$ cat src/rtl/din_debounce.sv
// Input conditioner: synchronizes an asynchronous level into clk and debounces it,
// producing a clean registered level plus one-cycle rise/fall/any-change strobes.
module din_debounce #(
  parameter int SYNC_STAGES  = 2,
  parameter int DEBOUNCE_CNT = 4
) (
  input  logic       clk,
  input  logic       rst_n,
  input  logic       din,
  output logic       dout,
  output logic       e,
  output logic       e_rise,
  output logic       e_fall,
  output logic [7:0] glitch_cnt
);

  localparam int CW = $clog2(DEBOUNCE_CNT + 1);
  localparam logic [CW-1:0] CNT_ONE  = CW'(1);
  localparam logic [CW-1:0] CNT_LAST = CW'(DEBOUNCE_CNT - 1);

  typedef enum logic [1:0] {
    ST_LO      = 2'd0,
    ST_PEND_HI = 2'd1,
    ST_HI      = 2'd2,
    ST_PEND_LO = 2'd3
  } state_t;

  state_t                 state_q, state_d;
  logic [SYNC_STAGES-1:0] sync_chain_q, sync_chain_d;
  logic [CW-1:0]          cnt_q, cnt_d;
  logic                   dout_q, dout_d;
  logic                   e_q, e_d;
  logic                   e_rise_q, e_rise_d;
  logic                   e_fall_q, e_fall_d;
  logic [7:0]             glitch_cnt_q, glitch_cnt_d;
  logic                   sync_level;

  // Bit 0 is the first synchronizer stage; the top bit is the level the FSM sees.
  assign sync_chain_d = {sync_chain_q[SYNC_STAGES-2:0], din};
  assign sync_level   = sync_chain_q[SYNC_STAGES-1];

  always_comb begin
    state_d      = state_q;
    cnt_d        = cnt_q;
    dout_d       = dout_q;
    e_rise_d     = 1'b0;
    e_fall_d     = 1'b0;
    glitch_cnt_d = glitch_cnt_q;

    unique case (state_q)
      ST_LO: begin
        if (sync_level) begin
          if (DEBOUNCE_CNT == 1) begin
            state_d  = ST_HI;
            dout_d   = 1'b1;
            e_rise_d = 1'b1;
          end else begin
            state_d = ST_PEND_HI;
            cnt_d   = CNT_ONE;
          end
        end
      end
      ST_PEND_HI: begin
        if (!sync_level) begin
          state_d = ST_LO;
          cnt_d   = '0;
          if (glitch_cnt_q != 8'hFF) glitch_cnt_d = glitch_cnt_q + 8'd1;
        end else if (cnt_q == CNT_LAST) begin
          state_d  = ST_HI;
          cnt_d    = '0;
          dout_d   = 1'b1;
          e_rise_d = 1'b1;
        end else begin
          cnt_d = cnt_q + CNT_ONE;
        end
      end
      ST_HI: begin
        if (!sync_level) begin
          if (DEBOUNCE_CNT == 1) begin
            state_d  = ST_LO;
            dout_d   = 1'b0;
            e_fall_d = 1'b1;
          end else begin
            state_d = ST_PEND_LO;
            cnt_d   = CNT_ONE;
          end
        end
      end
      ST_PEND_LO: begin
        if (sync_level) begin
          state_d = ST_HI;
          cnt_d   = '0;
          if (glitch_cnt_q != 8'hFF) glitch_cnt_d = glitch_cnt_q + 8'd1;
        end else if (cnt_q == CNT_LAST) begin
          state_d  = ST_LO;
          cnt_d    = '0;
          dout_d   = 1'b0;
          e_fall_d = 1'b1;
        end else begin
          cnt_d = cnt_q + CNT_ONE;
        end
      end
      default: begin
        state_d = ST_LO;
        cnt_d   = '0;
      end
    endcase

    e_d = e_rise_d | e_fall_d;
  end

  always_ff @(posedge clk or negedge rst_n) begin
    if (!rst_n) begin
      state_q      <= ST_LO;
      sync_chain_q <= '0;
      cnt_q        <= '0;
      dout_q       <= 1'b0;
      e_q          <= 1'b0;
      e_rise_q     <= 1'b0;
      e_fall_q     <= 1'b0;
      glitch_cnt_q <= 8'd0;
    end else begin
      state_q      <= state_d;
      sync_chain_q <= sync_chain_d;
      cnt_q        <= cnt_d;
      dout_q       <= dout_d;
      e_q          <= e_d;
      e_rise_q     <= e_rise_d;
      e_fall_q     <= e_fall_d;
      glitch_cnt_q <= glitch_cnt_d;
    end
  end

  assign dout       = dout_q;
  assign e          = e_q;
  assign e_rise     = e_rise_q;
  assign e_fall     = e_fall_q;
  assign glitch_cnt = glitch_cnt_q;

endmodule
$ cat config.mk
export PLATFORM = sky130hd
export DESIGN_NAME = din_debounce
export DESIGN_NICKNAME = d
export VERILOG_FILES = /design/src/rtl/din_debounce.sv
export SDC_FILE = /design/constraint.sdc
export NUM_CORES = 1
export LEC_CHECK = 0
export BUFFER_PORTS_ARGS = -buffer_cell sky130_fd_sc_hd__clkbuf_2
export CELL_PAD_IN_SITES_DETAIL_PLACEMENT = 0
export CELL_PAD_IN_SITES_GLOBAL_PLACEMENT = 1
export CORE_MARGIN = 5
export CORE_UTILIZATION = 44
export DETAILED_ROUTE_END_ITERATION = 6
export HOLD_SLACK_MARGIN = 0.05
export PLACE_DENSITY_LB_ADDON = 0.1
export SYNTH_ARGS = -nofsm -noshare
export SYNTH_HDL_FRONTEND = slang
export SYNTH_SLANG_ARGS = --single-unit
$ cat constraint.sdc
create_clock -name clk -period 3.3 [get_ports clk]
set_input_delay 0.495 -clock clk [delete_from_list [all_inputs] [get_ports clk]]
set_output_delay 0.495 -clock clk [all_outputs]
set_load 0.02 [all_outputs]
Word level (Yosys, flattened, before mapping)
Index checks and enable logic that the tools add are counted.

Register bits: 19. Input port bits: 3. Output and inout bits: 12. Word-level logic and storage cells: 59.

Add/sub/neg operators: 2. Equality and inequality tests: 15. Mux-type cells: 27. Bitwise operators: 1. Reduce and logical (&&, ||, !) cells: 6.

Operators with widths (count): two-way mux 8 bit (3); inequality test 2 bit, second input constant (8); case mux 8 bit (2 select lines) (1); two-way mux 3 bit (5); two-way mux 2 bit (6); case mux 3 bit (4 select lines) (1); two-way mux 1 bit (9); adder 8 x 1 -> 8 bit, second input constant (1); inequality test 8 bit, second input constant (1); case mux 2 bit (4 select lines) (1); inequality test 3 bit, second input constant (2); AND reduction 5 bit (1); == test 2 bit, second input constant (2); AND reduction 4 bit (1); adder 3 x 1 -> 3 bit, second input constant (1); == test 3 x 2 -> 1 bit, second input constant (1); AND reduction 3 bit (1); == test 2 x 1 -> 1 bit, second input constant (1); logical NOT 2 bit (1); case mux 1 bit (2 select lines) (1); AND reduction 2 bit (1); nonzero test 2 bit (1); bitwise OR 1 bit (1).

Depth between registers and ports, before layout
Gate-level depths: netlist of the first run.

Depth in word-level cells: 5. Gate-level depth with buffers: 5. Gate-level depth less buffers: 5.

Worst setup path after synthesis of the first run
OpenSTA, ideal clock, no wires.

Kind: reg2reg. From: register sync_chain_q[1]. To: register glitch_cnt_q[6], in the netlist glitch_cnt[6]. Library setup time: 0.125 ns. Arrival: 1.469 ns. Required time: 3.175 ns. Path slack: 1.706 ns. Stages on the path, launching flop included: 6. Buffers on the path: 1. Clock period less this slack: 1.594 ns. Cell sequence: dfrtp_1 xnor2_2 and2_4 buf_6 and4_4 mux2_4.

Longest elaborated chain between the ends: 2. Elaborated cells between the ends (all ways): 3. Classes of those cells: eq/ne: 2; reduce/logical: 1.

Ends and longest elaborated chain: start, declared (line 29) `logic [SYNC_STAGES-1:0] sync_chain_q, sync_chain_d;`; start signal, assigned (line 124) `sync_chain_q <= sync_chain_d;`; inequality test 2 bit (no source line); AND reduction 3 bit (no source line) (*); end signal, assigned (line 130) `glitch_cnt_q <= glitch_cnt_d;`; end, declared (line 35) `logic [7:0] glitch_cnt_q, glitch_cnt_d;`.

Mark *: on every way between the ends. The rest lies on a longest branch, timed or not. A chain may end at the register's enable or synchronous reset.

Worst setup path in the final report of the first run
From: register sync_chain_q[1]. To: register glitch_cnt_q[7], in the netlist glitch_cnt[7].

The elaborated chain is that of the path after synthesis.

==> flow_metrics.tcl, run 1 <==
set metrics [dict create \
    placed_area_sq_um 949.7 \
    ys_seq_area_share_pct 55.47 \
    clockPowerShare_pct 14.0 \
    p_sw_share_pct 40.78 \
    hpwl_um 1120 \
    overflow 0 \
    fmax_mhz 604.0 \
    hold_ws_ns 0.1290 \
    grtUsageMet3_pct 5.817 \
    yosys_warnings 0 \
    fp.dieW_um 54.14 \
    crit_chain "xor2_1 -> nor4_1 -> nand3_1 -> mux2_2" \
    final_util_pct 51.32 \
    p_comb_share_pct 37.8 \
    synth_area_leaders "dfrtp_1 55%, nor2_1 4.8%, nand2_1 3.5%" \
    grt_use_met2_pct 18.13 \
    reg2reg_slack_ns 1.64 \
    die_y_um 54.14 \
    netlist.area_leader.share_pct 55.47 \
    wl_per_cell_um 11.97 \
    synth_top_cell_by_area "dfrtp_1" \
    clkTransAtPathRegs_ns 0.10 \
    max_stage_delay_ns 0.47 \
    layout_common_cells "19 x dfrtp_1, 14 x clkbuf_2, 11 x nor2_1, 8 x nand2_1, 5 x nand3_1" \
    irDropWorstVdd_mv 0.4023 \
    cts_tree "done" \
    grt_setup_unrepaired "no" \
    clockRootBuffer "clkbuf_4" \
    p_int_mw 0.4738 \
    die_area_sq_mm 0.002931 \
    antenna_left 0 \
    cp.buffers_inverters 0 \
    syn_nets 83 \
    drcViolationCount 0 \
    grt.total_usage_pct 12.51 \
    cts.htree.levels 1 \
    p_leak_nw 0.4575 \
    vias 614 \
    final_common_cell "dfrtp_1" \
    grt_use_met1_pct 16.00 \
    outcome "completed" \
    cpLargestDelayFamily "simple AND/OR/NAND/NOR gates" \
    grt_first_pass_wirelength_um 2559 \
    synth-seq-cells 19 \
    wirelength_um 1460 \
    critPathArrivalTime_ns 1.84 \
    gp_congestion 0.7580 \
    cp_max_fo 6 \
    core-area_sq_mm 0.001902 \
    cp-end-kind "flip-flop" \
    dr.pass1.iters 4 \
    clk_latency_ns 0.29 \
    drt_iter0_markers 9 \
    area_growth_pct 13.87 \
    row_count 16 \
    power_switching_mw 0.3262 \
    reg2reg_to "glitch_cnt[7]" \
    antenna_found_initial 0 \
    slowest_stage "dfrtp_1" \
    setup.worst_path.class "reg2reg" \
    ff2ff_path_depth 4 \
    rr_startpoint "sync_chain_q[1]" \
    grt_max_degree 20 \
    cts_buffers 3 \
    clock_sinks 19 \
    period_needed_ns 1.656 \
    final.setup.tns_ns 0 \
    fin_crit_sh_pct 50.17 \
    crit_required_ns 3.49 \
    startpoint_type "flip-flop" \
    min_path_type "in2async" \
    slew_violations 0 \
    maxCapViolCount 0 \
    timing.critical_path.from "sync_chain_q[1]" \
    worstMarginPinSlew_ns 0.4567 \
    post_cts_resized 0 \
    grt_pass1_vias 557 \
    final_cell_area_sq_um 975.9 \
    crit_cells 4 \
    final_nets 101 \
    busiest_layer "met2" \
    drive_gt1_share_pct 24.21 \
    cts_buffer_depth 2 \
    syn_inst 78 \
    crit_end "glitch_cnt[7]" \
    synth.distinct_cells 28 \
    start_util_pct 45.07 \
    power_density_mw_per_mm2 819.8 \
    slew-limit-headroom_pct 69.55 \
    numPortBuffers 14 \
    syn_avg_cell_area_sq_um 10.99 \
    syn-cell-area_sq_um 857.1 \
    seqPwrFrac_pct 48.2 \
    cts_setup_buffers 0 \
    io_pins 15 \
    viasPerCell 5.033 \
    n_antenna_cell 0 \
    report.final.setup_viol 0 \
    clock_skew_ns 0.007009 \
    finalHoldViolations 0 \
    hold_buffers 0 \
]
==> power groups by stage <==
stage	Sequential, mW	Clock, mW	Combinational (mW)
final	0.385	0.112	0.302
after detailed placement	0.391	0	0.305
after global placement	0.392	0	0.306
after CTS	0.386	0.120	0.307
after floorplan	0.424	0	0.187
after global routing	0.399	0.137	0.335
==> worst min path at each step <==
stage                    start                         end  depth (start not counted)
6_report                 rst_n                           e                          1
5_1_grt                  rst_n             sync_chain_q[1]                          1
4_1_cts                  rst_n                      e_rise                          1
3_5_place_dp   sync_chain_q[0]             sync_chain_q[1]                          0
3_3_place_gp   sync_chain_q[0]             sync_chain_q[1]                          0
2_1_floorplan            rst_n  asynchronous set/reset pin                          0
==> through the flow <==
stage,std cells,setup slack (ns),power [mW]
after CTS,122,1.633,0.8126
after global placement,118,1.667,0.6982
final,122,1.644,0.8000
after detailed placement,118,1.643,0.6956
after floorplan,78,1.706,0.6104
after global routing,122,1.494,0.8709
==> synthesized netlist by cell type <==
cell type  count
a21oi_1        4
a41oi_1        1
and2_1         1
and2_4         1
and3b_1        1
and4_4         1
buf_6          1
dfrtp_1       19
ha_1           2
inv_1          1
mux2_2         2
mux2_4         1
nand2_1        8
nand2b_1       1
nand3_1        5
nand3b_1       2
nand4_1        2
nor2_1        11
nor2b_1        1
nor3b_1        2
nor4_1         1
o21a_1         3
o21ai_0        1
o21ai_1        1
o31ai_1        1
xnor2_1        2
xnor2_2        1
xor2_1         1
==> registers in the layout (all words and copies together), names as in the netlist, named ones only <==
name,count
cnt_q,3
dout,1
e,1
e_fall,1
e_rise,1
glitch_cnt,8
state_q,1
sync_chain_q,2
==> metal layers <==
layer / up-vias / wire length [um]
met4: 0 / 18
met1: 291 / 713
li1: 308 / -
met5: - / 0
met3: 2 / 114
met2: 13 / 613
==> cells by family after synthesis <==
family	share of synthesized area, %
AND/OR/NAND/NOR	22.48
multiplexers	4.379
buffers and inverters	1.751
AO/OA/AOI/OAI	8.028
XOR/XNOR	4.965
adder cells (fa/ha/maj)	2.919
flip-flops	55.47
==> layout make-up <==
type | instances | area, sq um
Sequential cell | 19 | 475.5
Inverter | 1 | 3.754
Clock buffer | 4 | 26.28
Timing Repair Buffer | 14 | 70.07
Fill cell | 180 | 925.9
Tap cell | 27 | 33.78
Multi-Input combinational cell | 57 | 366.6
Note: power is estimated with default switching activity, not from simulation.
==> run 2: changes to the inputs <==
--- a/config.mk
+++ b/config.mk
@@ -5,11 +5,12 @@
 export SDC_FILE = /design/constraint.sdc
 export NUM_CORES = 1
 export LEC_CHECK = 0
+export ABC_AREA = 1
 export BUFFER_PORTS_ARGS = -buffer_cell sky130_fd_sc_hd__clkbuf_2
 export CELL_PAD_IN_SITES_DETAIL_PLACEMENT = 0
 export CELL_PAD_IN_SITES_GLOBAL_PLACEMENT = 1
 export CORE_MARGIN = 5
-export CORE_UTILIZATION = 44
+export CORE_UTILIZATION = 36
 export DETAILED_ROUTE_END_ITERATION = 6
 export HOLD_SLACK_MARGIN = 0.05
 export PLACE_DENSITY_LB_ADDON = 0.1
==> constraint.sdc (replaced) <==
create_clock -name clk -period 1.5 [get_ports clk]
set_input_delay 0.225 -clock clk [delete_from_list [all_inputs] [get_ports clk]]
set_output_delay 0.225 -clock clk [all_outputs]
set_load 0.02 [all_outputs]
==> flow_metrics.tcl, run 2 <==
set metrics [dict create \
    synth_flop_cell "dfrtp_1" \
    clockRootBuffer "clkbuf_4" \
    min_path_type "reg2reg" \
    hold_ws_ns 0.3732 \
    async_flop_share_pct 100.0 \
    synth-seq-cells 19 \
    cts.htree.levels 1 \
    hpwl_um 1328 \
    fp.dieW_um 60.85 \
    grt_setup_unrepaired "no" \
    synth_edf_count 0 \
    io_pins 15 \
    report.final.setup_viol 0 \
    syn_nets 117 \
    worstMarginPinSlew_ns 0.4675 \
    rr_startpoint "glitch_cnt[1]" \
    vias 735 \
    post-place-cells 156 \
    row_count 18 \
    netlist.area_leader.share_pct 51.08 \
    maxCapViolCount 0 \
    wl_per_cell_um 10.78 \
    finalHoldViolations 0 \
    synth_mux_area_share_pct 0 \
    synth_fa_ha_area_share_pct 2.688 \
    yosys.area_share.simple_pct 32.39 \
    clk_latency_ns 0.31 \
    overflow 0 \
    grt_first_pass_wirelength_um 2863 \
    fin_crit_sh_pct 88.65 \
    cp-end-kind "flip-flop" \
    p_sw_share_pct 43.16 \
    wirelength_um 1747 \
    core-area_sq_mm 0.002477 \
    worstHoldStart "sync_chain_q[0]" \
    die_area_sq_mm 0.003703 \
    gp_congestion 0.8013 \
    n_antenna_cell 0 \
    syn_avg_cell_area_sq_um 8.312 \
    synth.distinct_cells 19 \
    synthTopCellsByCount "39 x nand2_1, 19 x dfrtp_1, 12 x inv_1" \
    synth_top_family_by_area "simple AND/OR/NAND/NOR gates" \
    synth_area_leaders "dfrtp_1 51%, nand2_1 16%, inv_1 4.8%" \
    fmax_mhz 752.0 \
    start_util_pct 37.58 \
    largest_register_ff_count 8 \
    clkTransAtPathRegs_ns 0.12 \
    hold_depth 0 \
    power_switching_mw 0.7378 \
    antenna_found_initial 0 \
    p_comb_share_pct 38.2 \
    final_cells 162 \
    irDropWorstVdd_mv 0.8751 \
    syn-cell-area_sq_um 930.9 \
    drt_iter0_markers 20 \
    grt_pass1_vias 677 \
    critPathArrivalTime_ns 1.54 \
    numPortBuffers 14 \
    dr.pass1.iters 4 \
    area_growth_pct 17.47 \
    synth_compound_area_share_pct 4.973 \
    cp_max_fo 5 \
    grt_max_degree 20 \
    cts_buffers 3 \
    viasPerCell 4.537 \
    seqPwrFrac_pct 45.7 \
    antenna_left 0 \
    outcome "completed" \
    final.setup.tns_ns 0 \
    crit_required_ns 1.71 \
    final_util_pct 44.14 \
    final_common_cell "nand2_1" \
    power_density_mw_per_mm2 1563 \
    slew_violations 0 \
    die_y_um 60.85 \
    clock_sinks 19 \
    p_leak_nw 0.5653 \
    reg2reg_to "glitch_cnt[3]" \
    yosys_warnings 0 \
    synthXorXnorAreaFrac_pct 2.823 \
    layout_setup_ws_ns 0.1702 \
    ys_seq_area_share_pct 51.08 \
    hold_end "sync_chain_q[1]" \
    slew-limit-headroom_pct 68.83 \
    grt.total_usage_pct 10.61 \
    final_nets 138 \
    period_needed_ns 1.330 \
    cts_buffer_depth 2 \
    syn_inst 112 \
    yosysMostFrequentCell "nand2_1" \
    ff2ff_path_depth 8 \
    setup.worst_path.class "reg2reg" \
    reg2reg_slack_ns 0.17 \
    clock_skew_ns 0.008917 \
    drive_gt1_share_pct 22.73 \
    synth_top_cell_by_area "dfrtp_1" \
    startpoint_type "flip-flop" \
    layout_common_cells "39 x nand2_1, 19 x dfrtp_1, 14 x clkbuf_2, 12 x inv_1, 9 x nor2_1" \
    p_int_mw 0.9717 \
    cts_tree "done" \
    drcViolationCount 0 \
    clockPowerShare_pct 16.1 \
    cts_setup_buffers 0 \
    pre_cts_ws_ns 0.1326 \
]
## run 2: how the worst max path moves through the flow
stage | start | to | slack [ns]
floorplan | glitch_cnt[0] | glitch_cnt[3] | 0.16
global placement | glitch_cnt[0] | glitch_cnt[7] | 0.17
detailed placement | glitch_cnt[0] | glitch_cnt[7] | 0.13
CTS | glitch_cnt[0] | glitch_cnt[3] | 0.11
global route | glitch_cnt[0] | glitch_cnt[3] | 0.04
finish | glitch_cnt[1] | glitch_cnt[3] | 0.17
## run 2: cell type report
| class | instances | area (sq um) |
|---|---|---|
| Timing Repair Buffer | 16 | 90.09 |
| Clock inverter | 1 | 7.507 |
| Tap cell | 30 | 37.54 |
| Sequential cell | 19 | 475.5 |
| Fill cell | 258 | 1384 |
| Clock buffer | 3 | 22.52 |
| Inverter | 15 | 56.30 |
| Multi-Input combinational cell | 78 | 404.1 |
## run 2: per-stage QoR
step	area [sq um]	total power, mW
finish	1094	1.710
floorplan	930.9	1.247
global placement	1039	1.440
CTS	1089	1.727
detailed placement	1039	1.446
global route	1094	1.863
## run 2: what timing repair did
| item | in CTS | in global routing |
|---|---|---|
| resized for setup | 0 | 1 |
| endpoints found under the setup margin | 0 | 1 |
| hold buffers | 2 | 0 |
| endpoints found under the hold margin | 20 | 0 |
## run 2: cells by family after synthesis
kind of cell / Yosys count
adder cells (fa/ha/maj): 2
AND/OR/NAND/NOR: 65
buffers and inverters: 15
flip-flops: 19
XOR/XNOR: 3
AO/OA/AOI/OAI: 8
## run 2: worst max-delay path, stage by stage, from the launching register on
cell and delay [ns]:
dfrtp_1 0.42, ha_1 0.22, inv_1 0.06, nor2_2 0.16, nand2_2 0.10, nand2_1 0.11, nor2_4 0.06, nand2_1 0.06
nand2_1 0.04
## run 2: power by group through the flow
stage	registers (mW)	logic (mW)	clock network (mW)
3_5_place_dp	0.795	0.652	0
6_report	0.781	0.654	0.275
4_1_cts	0.784	0.658	0.284
3_3_place_gp	0.787	0.652	0
5_1_grt	0.808	0.747	0.307
2_1_floorplan	0.860	0.387	0
## run 2: metal layers
metal / part of all wire (%) / track usage, % / routed length (um)
met1: 44 / 11.53 / 766
met2: 50 / 18.93 / 869
met3: 5.0 / 4.468 / 88
met4: 1.3 / 2.786 / 22
met5: 0 / 0 / 0
==> run 3: changes to the inputs <==
==> config.mk (replaced) <==
export PLATFORM = sky130hd
export DESIGN_NAME = din_debounce
export DESIGN_NICKNAME = d
export VERILOG_FILES = /design/src/rtl/din_debounce.sv
export SDC_FILE = /design/constraint.sdc
export NUM_CORES = 1
export LEC_CHECK = 0
export ABC_AREA = 1
export BUFFER_PORTS_ARGS = -buffer_cell sky130_fd_sc_hd__clkbuf_2
export CORE_MARGIN = 5
export CORE_UTILIZATION = 48
export DETAILED_ROUTE_END_ITERATION = 6
export HOLD_SLACK_MARGIN = 0.05
export PLACE_DENSITY = 0.72
export SYNTH_ARGS = -nofsm -noshare
export SYNTH_HDL_FRONTEND = slang
export SYNTH_SLANG_ARGS = --single-unit
==> flow_metrics.tcl, run 3 (synthesis results as in run 2) <==
set metrics [dict create \
    hpwl_um 1174 \
    overflow 0 \
    report.final.setup_viol 0 \
    antenna_found_initial 0 \
    cts_buffers 3 \
    io_pins 15 \
    timing.critical_path.from "glitch_cnt[1]" \
    cp_max_fo 5 \
    clock_skew_ns 0.001993 \
    cp-end-kind "flip-flop" \
    drcViolationCount 0 \
    die_area_sq_mm 0.002920 \
    final_nets 140 \
    slew-limit-headroom_pct 69.49 \
    n_antenna_cell 0 \
    antenna_left 0 \
    fin_crit_sh_pct 91.15 \
    drive_gt1_share_pct 23.88 \
    critPathArrivalTime_ns 1.55 \
    row_count 16 \
    outcome "completed" \
    final_util_pct 58.03 \
    maxCapViolCount 0 \
    gp_congestion 0.7677 \
    setup.worst_path.class "reg2reg" \
    p_leak_nw 0.5743 \
    period_needed_ns 1.367 \
    crit_end "glitch_cnt[7]" \
    core-area_sq_mm 0.001902 \
    grt_first_pass_wirelength_um 2967 \
    vias 743 \
    crit_top_cell "nand2_1" \
    p_comb_share_pct 40.8 \
    final.setup.tns_ns 0 \
    crit_required_ns 1.69 \
    reg2reg_slack_ns 0.13 \
    slew_violations 0 \
    worstMarginPinSlew_ns 0.4577 \
    startpoint_type "flip-flop" \
    drt_iter0_markers 13 \
    cts.htree.levels 1 \
    wirelength_um 1593 \
    post-place-cells 153 \
    clockRootBuffer "clkbuf_4" \
    placed_area_sq_mm 0.001035 \
    final_common_cell "nand2_1" \
    ff2ff_path_depth 8 \
    max_stage_delay_ns 0.42 \
    pre_cts_ws_ns 0.1753 \
    power_density_mw_per_mm2 1568 \
    largest_register_ff_count 8 \
    final_cell_area_sq_mm 0.001104 \
    seqPwrFrac_pct 44.8 \
    fillCellCount 174 \
    power_switching_mw 0.7216 \
    viasPerCell 4.615 \
    p_sw_share_pct 41.70 \
    irDropWorstVdd_mv 0.8510 \
    clkTransAtPathRegs_ns 0.10 \
    start_util_pct 48.95 \
    min_path_type "reg2reg" \
    numPortBuffers 14 \
    slowest_stage "dfrtp_1" \
    p_total_mw 1.730 \
    p_int_mw 1.009 \
    dr.pass1.iters 4 \
    grt.total_usage_pct 13.83 \
    reg2reg_to "glitch_cnt[7]" \
    clk_latency_ns 0.28 \
    clock_sinks 19 \
    layout_common_cells "39 x nand2_1, 19 x dfrtp_1, 14 x clkbuf_2, 12 x inv_1, 9 x nor2_1" \
    area_growth_pct 18.55 \
    wl_per_cell_um 9.894 \
    final_cells 161 \
    die_y_um 54.04 \
    grt_pass1_vias 700 \
    fmax_mhz 731.4 \
    cts_buffer_depth 2 \
    cts_tree "done" \
    finalHoldViolations 0 \
    rr_startpoint "glitch_cnt[1]" \
    fp.dieW_um 54.04 \
    layout_setup_ws_ns 0.1327 \
    grt_max_degree 20 \
    hold_ws_ns 0.3603 \
    clockPowerShare_pct 14.4 \
    crit_chain "ha_2 -> inv_1 -> nor2_2 -> nand2_2 -> nand2_1 -> nor2_4 -> nand2_1 -> nand2_1" \
]
run 3: changes by cell type in the layout (fill, tap and decap cells not counted), sizes merged:
| cell | change |
|---|---|
| buf | +2 |
| clkbuf | +1 |
| clkinvlp | -1 |
run 3: power by group through the flow:
stage               clock, mW  sequential (mW)  combinational (mW)
floorplan                   0            0.860               0.387
global placement            0            0.782               0.634
detailed placement          0            0.789               0.644
CTS                     0.257            0.779               0.649
global route            0.274            0.793               0.816
finish                  0.249            0.775               0.706
run 3: layout make-up:
class / instances / area [sq um] / share of cell area [%]
tap: 27 / 33.78 / 3.061
sequential: 19 / 475.5 / 43.08
timing repair buffer: 18 / 105.1 / 9.524
inverter: 15 / 56.30 / 5.102
clock buffer: 4 / 26.28 / 2.381
multi-input combinational: 78 / 406.6 / 36.85
run 3: how the worst min path moves through the flow:
stage	startpoint	end	cells past startpoint
after floorplan	rst_n	asynchronous set/reset pin	0
after global placement	rst_n	e_rise	1
after detailed placement	rst_n	e_fall	1
after CTS	sync_chain_q[0]	sync_chain_q[1]	0
after global routing	sync_chain_q[0]	sync_chain_q[1]	0
final	sync_chain_q[0]	sync_chain_q[1]	0
run 3: worst max-delay path, delay by kind of cell, from the launching register on:
kind                       cells  cell delay (ns)
and+or+nand+nor                6             0.58
buffers and inverters          1             0.05
adders and majority gates      1             0.22
DFF                            1             0.42
run 3: what timing repair did:
action	CTS	global route
endpoints found under the hold margin	20	0
resized for setup	0	2
hold buffers	2	0
buffers inserted	0	2
setup endpoints to repair	0	4
run 3: metal layers:
metal	up-vias	share of wire (%)	track usage (%)	wire, um
met2	14	48	21.57	763
met3	2	4.0	3.324	64
met1	338	47	18.21	752
met4	0	0.75	5.809	12
met5	-	0	0	0
li1	389	-	-	-
